[config.mk]
export PLATFORM = sky130hd
export DESIGN_NAME = serial_mult_dispatcher
export DESIGN_NICKNAME = d
export VERILOG_FILES = /design/src/rtl/serial_mult_dispatcher_pkg.sv /design/src/rtl/serial_mult_dispatcher_sync_fifo.sv /design/src/rtl/serial_mult_dispatcher.sv
export SDC_FILE = /design/constraint.sdc
export NUM_CORES = 1
export LEC_CHECK = 0
export ABC_CLOCK_PERIOD_IN_PS = 6000
export BUFFER_PORTS_ARGS = -buffer_cell sky130_fd_sc_hd__buf_2
export CAP_MARGIN = 15
export CORE_MARGIN = 2
export CORE_UTILIZATION = 40
export CTS_CLUSTER_DIAMETER = 200
export CTS_CLUSTER_SIZE = 8
export DETAILED_ROUTE_END_ITERATION = 10
export PLACE_DENSITY_LB_ADDON = 0.3
export RECOVER_POWER = 50
export SLEW_MARGIN = 20
export SYNTH_ARGS = -nofsm -noshare
export SYNTH_HDL_FRONTEND = slang
export SYNTH_HIERARCHICAL = 1
export SYNTH_SLANG_ARGS = --single-unit
[constraint.sdc]
create_clock -name clk -period 6 [get_ports clk]
set_input_delay 0.6 -clock clk [delete_from_list [all_inputs] [get_ports clk]]
set_output_delay 0.6 -clock clk [all_outputs]
set_load 0.05 [all_outputs]
[src/rtl/serial_mult_dispatcher_pkg.sv]
// Shared types and constants for the serial multiplier dispatcher and its operand FIFO.
// The optional watchdog is selected by SERIAL_MULT_DISPATCH_TIMEOUT_EN in the top module.
package serial_mult_dispatcher_pkg;

    localparam int SMD_WIDTH = 4;
    localparam int SMD_DEPTH = 4;
    localparam int SMD_PTR_W = $clog2(SMD_DEPTH);

    typedef enum logic [1:0] {
        ST_IDLE  = 2'd0,
        ST_ISSUE = 2'd1,
        ST_GUARD = 2'd2,
        ST_WAIT  = 2'd3
    } state_e;

    typedef struct packed {
        logic [SMD_WIDTH-1:0] a;
        logic [SMD_WIDTH-1:0] b;
    } operand_pair_t;

    // A depth of one still needs a one-bit pointer.
    function automatic int ptr_width(input int depth);
        return (depth > 1) ? $clog2(depth) : 1;
    endfunction

endpackage

[src/rtl/serial_mult_dispatcher_sync_fifo.sv]
// Show-ahead synchronous FIFO with registered occupancy count, used to queue operand pairs.
// DEPTH must be a power of two so the pointers wrap naturally.
module serial_mult_dispatcher_sync_fifo
    import serial_mult_dispatcher_pkg::*;
#(
    parameter int DATA_W = 2*SMD_WIDTH,
    parameter int DEPTH  = SMD_DEPTH
) (
    input  logic              clk,
    input  logic              rst,
    input  logic              push_i,
    input  logic [DATA_W-1:0] wdata_i,
    input  logic              pop_i,
    output logic [DATA_W-1:0] rdata_o,
    output logic              full_o,
    output logic              empty_o
);

    localparam int PTR_W = (DEPTH == SMD_DEPTH) ? SMD_PTR_W : ptr_width(DEPTH);
    localparam int CNT_W = PTR_W + 1;

    logic [DATA_W-1:0] mem_q [DEPTH];
    logic [PTR_W-1:0]  wr_ptr_q, wr_ptr_d;
    logic [PTR_W-1:0]  rd_ptr_q, rd_ptr_d;
    logic [CNT_W-1:0]  count_q, count_d;
    logic              do_push;
    logic              do_pop;

    assign full_o  = (count_q == CNT_W'(DEPTH));
    assign empty_o = (count_q == '0);
    assign do_push = push_i && !full_o;
    assign do_pop  = pop_i && !empty_o;
    assign rdata_o = mem_q[rd_ptr_q];

    always_comb begin
        wr_ptr_d = wr_ptr_q;
        rd_ptr_d = rd_ptr_q;
        count_d  = count_q;
        if (do_push) wr_ptr_d = wr_ptr_q + PTR_W'(1);
        if (do_pop)  rd_ptr_d = rd_ptr_q + PTR_W'(1);
        case ({do_push, do_pop})
            2'b10:   count_d = count_q + CNT_W'(1);
            2'b01:   count_d = count_q - CNT_W'(1);
            default: count_d = count_q;
        endcase
    end

    always_ff @(posedge clk) begin
        if (rst) begin
            wr_ptr_q <= '0;
            rd_ptr_q <= '0;
            count_q  <= '0;
        end else begin
            wr_ptr_q <= wr_ptr_d;
            rd_ptr_q <= rd_ptr_d;
            count_q  <= count_d;
        end
    end

    // Storage needs no reset; occupancy is governed by the count.
    always_ff @(posedge clk) begin
        if (do_push) mem_q[wr_ptr_q] <= wdata_i;
    end

endmodule

[src/rtl/serial_mult_dispatcher.sv]
// Queues operand pairs, issues them one at a time to the serial multiplier and returns products in order.
// Define SERIAL_MULT_DISPATCH_TIMEOUT_EN to add the GUARD/WAIT watchdog and the sticky err flag.
module serial_mult_dispatcher
    import serial_mult_dispatcher_pkg::*;
#(
    parameter int WIDTH   = SMD_WIDTH,
    parameter int DEPTH   = SMD_DEPTH,
    parameter int TIMEOUT = 2*WIDTH+4
) (
    input  logic               clk,
    input  logic               rst,
    input  logic               in_valid,
    output logic               in_ready,
    input  logic [WIDTH-1:0]   in_a,
    input  logic [WIDTH-1:0]   in_b,
    output logic               mul_valid,
    output logic [WIDTH-1:0]   mul_a,
    output logic [WIDTH-1:0]   mul_b,
    input  logic               mul_product_valid,
    input  logic [2*WIDTH-1:0] mul_product,
    output logic               out_valid,
    input  logic               out_ready,
    output logic [2*WIDTH-1:0] out_data,
    output logic               err
);

    // state | meaning
    // IDLE  | wait for a queued pair and a free (or draining) result slot
    // ISSUE | mul_valid pulse, operands presented
    // GUARD | multiplier still shows the previous done level; ignored
    // WAIT  | wait for mul_product_valid, then capture into the slot
    localparam logic [1:0] S_IDLE  = ST_IDLE;
    localparam logic [1:0] S_ISSUE = ST_ISSUE;
    localparam logic [1:0] S_GUARD = ST_GUARD;
    localparam logic [1:0] S_WAIT  = ST_WAIT;

    localparam int PW = 2*WIDTH;

    logic [1:0]       state_q, state_d;
    logic             mul_valid_q, mul_valid_d;
    logic [WIDTH-1:0] mul_a_q, mul_a_d;
    logic [WIDTH-1:0] mul_b_q, mul_b_d;
    logic             out_valid_q, out_valid_d;
    logic [PW-1:0]    out_data_q, out_data_d;

    logic [PW-1:0]    fifo_rdata;
    logic             fifo_full;
    logic             fifo_empty;
    logic             fifo_pop;
    logic             slot_free;
    logic             timeout_hit;

    serial_mult_dispatcher_sync_fifo #(
        .DATA_W (PW),
        .DEPTH  (DEPTH)
    ) u_fifo (
        .clk     (clk),
        .rst     (rst),
        .push_i  (in_valid),
        .wdata_i ({in_a, in_b}),
        .pop_i   (fifo_pop),
        .rdata_o (fifo_rdata),
        .full_o  (fifo_full),
        .empty_o (fifo_empty)
    );

    assign in_ready  = !fifo_full;
    assign slot_free = !out_valid_q || out_ready;

`ifdef SERIAL_MULT_DISPATCH_TIMEOUT_EN
    localparam int TMR_W = $clog2(TIMEOUT + 1);

    logic [TMR_W-1:0] timer_q, timer_d;
    logic             err_q, err_d;

    assign timeout_hit = (timer_q == '0);

    // Loaded on the issue cycle so it covers exactly GUARD plus WAIT.
    always_comb begin
        timer_d = timer_q;
        if (state_q == S_ISSUE) begin
            timer_d = TMR_W'(TIMEOUT - 1);
        end else if ((state_q == S_GUARD || state_q == S_WAIT) && !timeout_hit) begin
            timer_d = timer_q - TMR_W'(1);
        end
        err_d = err_q || (state_q == S_WAIT && !mul_product_valid && timeout_hit);
    end

    always_ff @(posedge clk) begin
        if (rst) begin
            timer_q <= '0;
            err_q   <= 1'b0;
        end else begin
            timer_q <= timer_d;
            err_q   <= err_d;
        end
    end

    assign err = err_q;
`else
    logic unused_timeout_cfg;

    assign unused_timeout_cfg = (TIMEOUT > 0);
    assign timeout_hit        = 1'b0;
    assign err                = 1'b0;
`endif

    always_comb begin
        state_d     = state_q;
        mul_valid_d = 1'b0;
        mul_a_d     = mul_a_q;
        mul_b_d     = mul_b_q;
        out_valid_d = out_valid_q;
        out_data_d  = out_data_q;
        fifo_pop    = 1'b0;

        if (out_valid_q && out_ready) out_valid_d = 1'b0;

        case (state_q)
            S_IDLE: begin
                if (!fifo_empty && slot_free) begin
                    fifo_pop    = 1'b1;
                    mul_a_d     = fifo_rdata[PW-1:WIDTH];
                    mul_b_d     = fifo_rdata[WIDTH-1:0];
                    mul_valid_d = 1'b1;
                    state_d     = S_ISSUE;
                end
            end
            S_ISSUE: state_d = S_GUARD;
            S_GUARD: state_d = S_WAIT;
            S_WAIT: begin
                if (mul_product_valid) begin
                    out_data_d  = mul_product;
                    out_valid_d = 1'b1;
                    state_d     = S_IDLE;
                end else if (timeout_hit) begin
                    state_d = S_IDLE;
                end
            end
            default: state_d = S_IDLE;
        endcase
    end

    always_ff @(posedge clk) begin
        if (rst) begin
            state_q     <= S_IDLE;
            mul_valid_q <= 1'b0;
            mul_a_q     <= '0;
            mul_b_q     <= '0;
            out_valid_q <= 1'b0;
            out_data_q  <= '0;
        end else begin
            state_q     <= state_d;
            mul_valid_q <= mul_valid_d;
            mul_a_q     <= mul_a_d;
            mul_b_q     <= mul_b_d;
            out_valid_q <= out_valid_d;
            out_data_q  <= out_data_d;
        end
    end

    assign mul_valid = mul_valid_q;
    assign mul_a     = mul_a_q;
    assign mul_b     = mul_b_q;
    assign out_valid = out_valid_q;
    assign out_data  = out_data_q;

endmodule

# ---- Word-level counts from Yosys, hierarchy flattened
# Memories as Yosys holds them, arrays and structs flattened. A register that Yosys moved wholly into a read port is not among the register bits.
# Index checks and enable logic that the tools add are counted.
dict set report word_totals {
  reg_bits 19
  mem_bits_rw 32
  output_inout_bits 20
  word_cells 45
  mem_count 1
}
# name words word_bits rd rd_clocked_by_memory_dff wr line
set memory_table {}
lappend memory_table {u_fifo.mem_q 4 8 1 1 1 serial_mult_dispatcher_sync_fifo.sv:22} ;# logic [DATA_W-1:0] mem_q [DEPTH];
dict set report classes {
  n_addsub 4
  n_eq_ne 8
  n_mux 11
  reduce_logical 14
}
# operator count
set op_table {}
lappend op_table {{case mux 2 bit (4 select lines)} 1}
lappend op_table {{two-way mux 1 bit} 7}
lappend op_table {{equality test 2 bit (second input constant)} 3}
lappend op_table {{case mux 3 bit (2 select lines)} 1}
lappend op_table {{AND reduction 2 bit} 3}
lappend op_table {{adder 2 x 1 -> 2 bit (second input constant)} 2}
lappend op_table {{equality test 2 x 1 -> 1 bit (second input constant)} 2}
lappend op_table {{logical AND 1 bit} 4}
lappend op_table {{two-way mux 2 bit} 2}
lappend op_table {{inequality test 2 bit (second input constant)} 2}
lappend op_table {{adder 3 x 1 -> 3 bit (second input constant)} 1}
lappend op_table {{equality test 3 bit (second input constant)} 1}
lappend op_table {{logical NOT 1 bit} 3}
lappend op_table {{logical NOT 3 bit} 1}
lappend op_table {{subtractor 3 x 1 -> 3 bit (second input constant)} 1}
lappend op_table {{logical NOT 2 bit} 1}
lappend op_table {{nonzero test 2 bit} 1}
lappend op_table {{logical OR 1 bit} 1}

# ---- Depth between registers and ports, before layout
dict set report depth {
  ltp_word 8
  ltp_mapped 13
  depth_no_buf 12
}

# ---- By module
# The synthesis kept the hierarchy.
# module instances cells_per_inst area_each_um2 seq_area_each_um2
set by_module_without_submodules {}
lappend by_module_without_submodules {serial_mult_dispatcher_sync_fifo 1 96 1635.3 1141.1}
lappend by_module_without_submodules {serial_mult_dispatcher 1 102 860.8 400.4}

# ---- Least setup slack after synthesis
# Ideal clock, no wire load.
dict set report synth_timing {
  kind {register -> register}
  start {register out_valid_q, in the netlist out_valid}
  end {register u_fifo.count_q[2]}
  setup_ps 70
  arrival_time_ps 2287
  slack_ps 3643
  stages_incl_launch_ff 12
  path_buffers 1
  path_cell_list {dfxtp_1 nor2b_1 buf_2 nor2_1 o31ai_2 inv_1 ha_1 inv_1 fa_1 xor2_1 or3_1 a21oi_1}
}
dict set report synth_between {
  elab_chain_cells 8
}
# item line
set synth_rtl {}
lappend synth_rtl {{start: declaration} serial_mult_dispatcher.sv:43} ;# logic out_valid_q, out_valid_d;
lappend synth_rtl {{start signal: assignment} serial_mult_dispatcher.sv:157} ;# out_valid_q <= out_valid_d;
lappend synth_rtl {{logical NOT 1 bit (*)} serial_mult_dispatcher.sv:68} ;# assign slot_free = !out_valid_q || out_ready;
lappend synth_rtl {{logical OR 1 bit (*)} serial_mult_dispatcher.sv:68}
lappend synth_rtl {{logical AND 1 bit (*)} serial_mult_dispatcher.sv:121} ;# if (!fifo_empty && slot_free) begin
lappend synth_rtl {{two-way mux 1 bit (*)} serial_mult_dispatcher.sv:121}
lappend synth_rtl {{two-way mux 1 bit (*)} serial_mult_dispatcher.sv:119} ;# case (state_q)
lappend synth_rtl {{named net fifo_pop} serial_mult_dispatcher.sv:49} ;# logic fifo_pop;
lappend synth_rtl {{logical AND 1 bit (*)} serial_mult_dispatcher_sync_fifo.sv:32} ;# assign do_pop = pop_i && !empty_o;
lappend synth_rtl {{named net u_fifo.do_pop} serial_mult_dispatcher_sync_fifo.sv:27} ;# logic do_pop;
lappend synth_rtl {{equality test 2 x 1 -> 1 bit or equality test 2 bit (tied branches)} serial_mult_dispatcher_sync_fifo.sv:41} ;# case ({do_push, do_pop})
lappend synth_rtl {{case mux 3 bit (2 select lines) or nonzero test 2 bit (tied branches)} --}
lappend synth_rtl {{end signal: assignment} serial_mult_dispatcher_sync_fifo.sv:56} ;# count_q <= count_d;
lappend synth_rtl {{end: declaration} serial_mult_dispatcher_sync_fifo.sv:25} ;# logic [CNT_W-1:0] count_q, count_d;
# Mark *: on every way through the listed nets, which the timed path passes. The rest lies on a longest branch.
# A chain may end at the register's enable or synchronous reset.

# ---- Worst setup path in the final report
dict set report layout_timing {
  start {register u_fifo.count_q[1]}
  end {register u_fifo.count_q[2]}
}
dict set report layout_between {
  elab_chain_cells 8
}
# item line
set layout_rtl {}
lappend layout_rtl {{logical NOT 3 bit (*)} serial_mult_dispatcher_sync_fifo.sv:30} ;# assign empty_o = (count_q == '0);
lappend layout_rtl {{named net fifo_empty} serial_mult_dispatcher.sv:48} ;# logic fifo_empty;
lappend layout_rtl {{logical NOT 1 bit (*)} serial_mult_dispatcher.sv:121}
lappend layout_rtl {{logical AND 1 bit (*)} serial_mult_dispatcher.sv:121}
lappend layout_rtl {{two-way mux 1 bit (*)} serial_mult_dispatcher.sv:121}
lappend layout_rtl {{two-way mux 1 bit (*)} serial_mult_dispatcher.sv:119}
lappend layout_rtl {{named net fifo_pop} serial_mult_dispatcher.sv:49}
lappend layout_rtl {{logical AND 1 bit (*)} serial_mult_dispatcher_sync_fifo.sv:32}
lappend layout_rtl {{named net u_fifo.do_pop} serial_mult_dispatcher_sync_fifo.sv:27}
lappend layout_rtl {{equality test 2 x 1 -> 1 bit or equality test 2 bit (tied branches)} serial_mult_dispatcher_sync_fifo.sv:41}
lappend layout_rtl {{case mux 3 bit (2 select lines) or nonzero test 2 bit (tied branches)} --}
# Marks and branches as above.

==> flow_summary.ini <==
[run_status]
status = completed

[cells_and_area]
antennaDiodeCount = 0
drive_gt1_frac = 0.183
area_growth_pct = 15.0
finalNonFillerCells = 316
layout.nets = 267

[timing]
final.period_utilization = 0.422
worstMarginPinSlew_ns = 0.651
finClkSkew_ns = 0.00370
max-slew-margin-rel = 0.565
slew_viol_final = 0
rsz0062_at_grt = no
finalSetupViolCount = 0
setup_ws_ns = 3.47
hold_viol_final = 0
min_period_ns = 2.53
hold_ws_ns = 0.458
fmax_mhz = 395
final.setup.tns_ns = 0

[hold_path]
min_path_type = reg2reg

[cts]
clock_latency_ns = 0.33
clock-sinks = 61
path_clk_slew_ns = 0.07
cts_tree = done
cts_buffer_depth = 2
cts_resized = 0
cts_made_buffers = 9
cts_hold_buf = 0
cts_root_buf = clkbuf_8
postCtsSetupRepairBufs = 0
cts_htree_levels = 3

[setup_path]
cp.arrival_ns = 2.79
criticalPathCategory = reg2reg
crit_required_ns = 6.26
start_kind = register
critical_path.endpoint_type = register
cp_max_fo = 10

[placement]
dp_cells = 300
preCtsSetupSlack_ns = 3.34
place.detailed.hpwl_mm = 2.87
port_buffers = 39
place.gp.congestion = 0.734

[grt]
grt_pass1_vias = 1458
grt_overflow = 0
grtUsageTotal = 0.129
grt_pass1_wl_mm = 6.99
grt_max_degree = 32
antenna_found_initial = 0

[yosys]
synth_compound_area_frac = 0.0782
seq_area_frac_synth = 0.618
synth_cell_type_count = 32
yosys_warnings = 6
synth_top_family_by_area = simple AND/OR/NAND/NOR gates
synth_seq_cells = 61
synth-xor-area-share = 0.0105
synthAdderAreaFrac = 0.0531
synth.avg_cell_area_um2 = 12.6
synth_fp_nets = 229
synthCells = 198
syn_area_um2 = 2500
synth.mux.area_fraction = 0.0842
synth_simple_gate_area_frac = 0.111

[floorplan]
io_pins = 41
die_w_um = 83.0
dieArea_um2 = 6890
design.core.area_um2 = 5990
die_y_um = 83.0
initial_core_util = 0.417
num_rows = 28

[pwr]
p_per_area_nw_per_um2 = 454
power_mw = 1.30
cellLeakagePower_nw = 1.02
peakVddDrop_mv = 0.284

[detailed_routing]
drcViolationCount = 0
wire_per_inst_um = 13.4
drt_iter0_markers = 78
dr.pass1.iters = 4
viasPerCell = 4.96
wirelength_mm = 4.22
vias = 1568
antenna_left = 0

[flow_run]
drv_cap = 0
[layout make-up]
type	count	area, um^2
timing repair buffer	39	171
inverter	12	45.0
sequential	61	1540
multi-input combinational	113	830
clock buffer	9	124
clock inverter	7	66.3
tap	75	93.8
fill	568	3120
[logic make-up after synthesis]
family	after synthesis
flops	61
other cells	1
buf+inv	24
fa+ha+maj	10
mux	11
simple gates	53
xor+xnor	3
compound gates	35
[sequential cells by signal (all words and copies together), names as in the netlist, named ones only]
register	flops
out_valid	1
u_fifo/count_q	3
u_fifo/wr_ptr_q	2
mul_valid	1
mul_b	4
u_fifo/rd_ptr_q	2
u_fifo/mem_q	32
state_q	2
out_data	8
mul_a	4
[synthesized netlist by cell type]
| cell | instances | area (um^2) |
|---|---|---|
| edfxtp_1 | 32 | 961 |
| dfxtp_1 | 29 | 581 |
| a21oi_1 | 21 | 105 |
| nand3_1 | 16 | 80.1 |
| inv_1 | 11 | 41.3 |
| nand2_1 | 10 | 37.5 |
| o21ai_0 | 10 | 50.1 |
| ha_1 | 9 | 113 |
| mux4_2 | 8 | 180 |
| nand2b_1 | 7 | 43.8 |
| nor2_1 | 7 | 26.3 |
| and2_1 | 5 | 31.3 |
| buf_2 | 5 | 25.0 |
| buf_1 | 3 | 11.3 |
| mux2i_1 | 3 | 30.0 |
| or3_1 | 3 | 18.8 |
| xor2_1 | 3 | 26.3 |
| nor2b_1 | 2 | 12.5 |
| a221oi_2 | 1 | 15.0 |
| buf_4 | 1 | 7.51 |
| buf_6 | 1 | 11.3 |
| clkbuf_1 | 1 | 3.75 |
| clkbuf_2 | 1 | 5.00 |
| conb_1 | 1 | 3.75 |
| fa_1 | 1 | 20.0 |
| inv_2 | 1 | 3.75 |
| nor3_1 | 1 | 5.00 |
| nor3_2 | 1 | 10.0 |
| nor3b_2 | 1 | 12.5 |
| o21ai_1 | 1 | 5.00 |
| o21bai_1 | 1 | 7.51 |
| o31ai_2 | 1 | 12.5 |
[report_power, final]
| group | switching, mW | internal [mW] |
|---|---|---|
| logic | 0.258 | 0.140 |
| clock network | 0.155 | 0.188 |
| registers | 0.0528 | 0.510 |
[cells in the final DEF, fill, tap and decap left out, types with 9 or more instances in the layout]
| cell type | count |
|---|---|
| edfxtp_1 | 32 |
| dfxtp_1 | 29 |
| a21oi_1 | 21 |
| buf_2 | 20 |
| clkbuf_1 | 19 |
| nand3_1 | 16 |
| inv_1 | 11 |
| o21ai_0 | 10 |
| nand2_1 | 10 |
| ha_1 | 9 |
| clkbuf_8 | 9 |
[worst max-delay path, cell delays in order, from the launching register on]
cell	delay, ns
dfxtp_1	0.42
nor3_1	0.13
nand2b_1	0.29
nor2_1	0.22
o31ai_2	0.11
inv_1	0.07
ha_1	0.17
inv_1	0.06
fa_1	0.37
xor2_1	0.15
or3_1	0.31
a21oi_1	0.15
[layer usage]
metal | vias to the layer above | global-route usage | routed length, um
li1 | 774 | - | -
met1 | 732 | 0.161 | 1980
met2 | 54 | 0.192 | 1880
met3 | 8 | 0.0547 | 289
met4 | 0 | 0.0626 | 80
met5 | - | 0 | 0
[through the flow]
step | utilization | cell area (um^2)
2_1_floorplan | - | 2500
6_report | 0.479 | 2870
3_5_place_dp | 0.454 | 2720
5_1_grt | 0.479 | 2870
3_3_place_gp | 0.454 | 2720
4_1_cts | 0.486 | 2910
[path summary, 6_finish.rpt]
path | start | end | slack, ns | cells past startpoint
min | out_data[6] | out_data[6] | 0.46 | 2
max reg2reg | u_fifo/count_q[1] | u_fifo/count_q[2] | 3.47 | 11
min reg2reg | out_data[6] | out_data[6] | 0.46 | 2
max | u_fifo/count_q[1] | u_fifo/count_q[2] | 3.47 | 11
(Power assumes the default switching activity.)
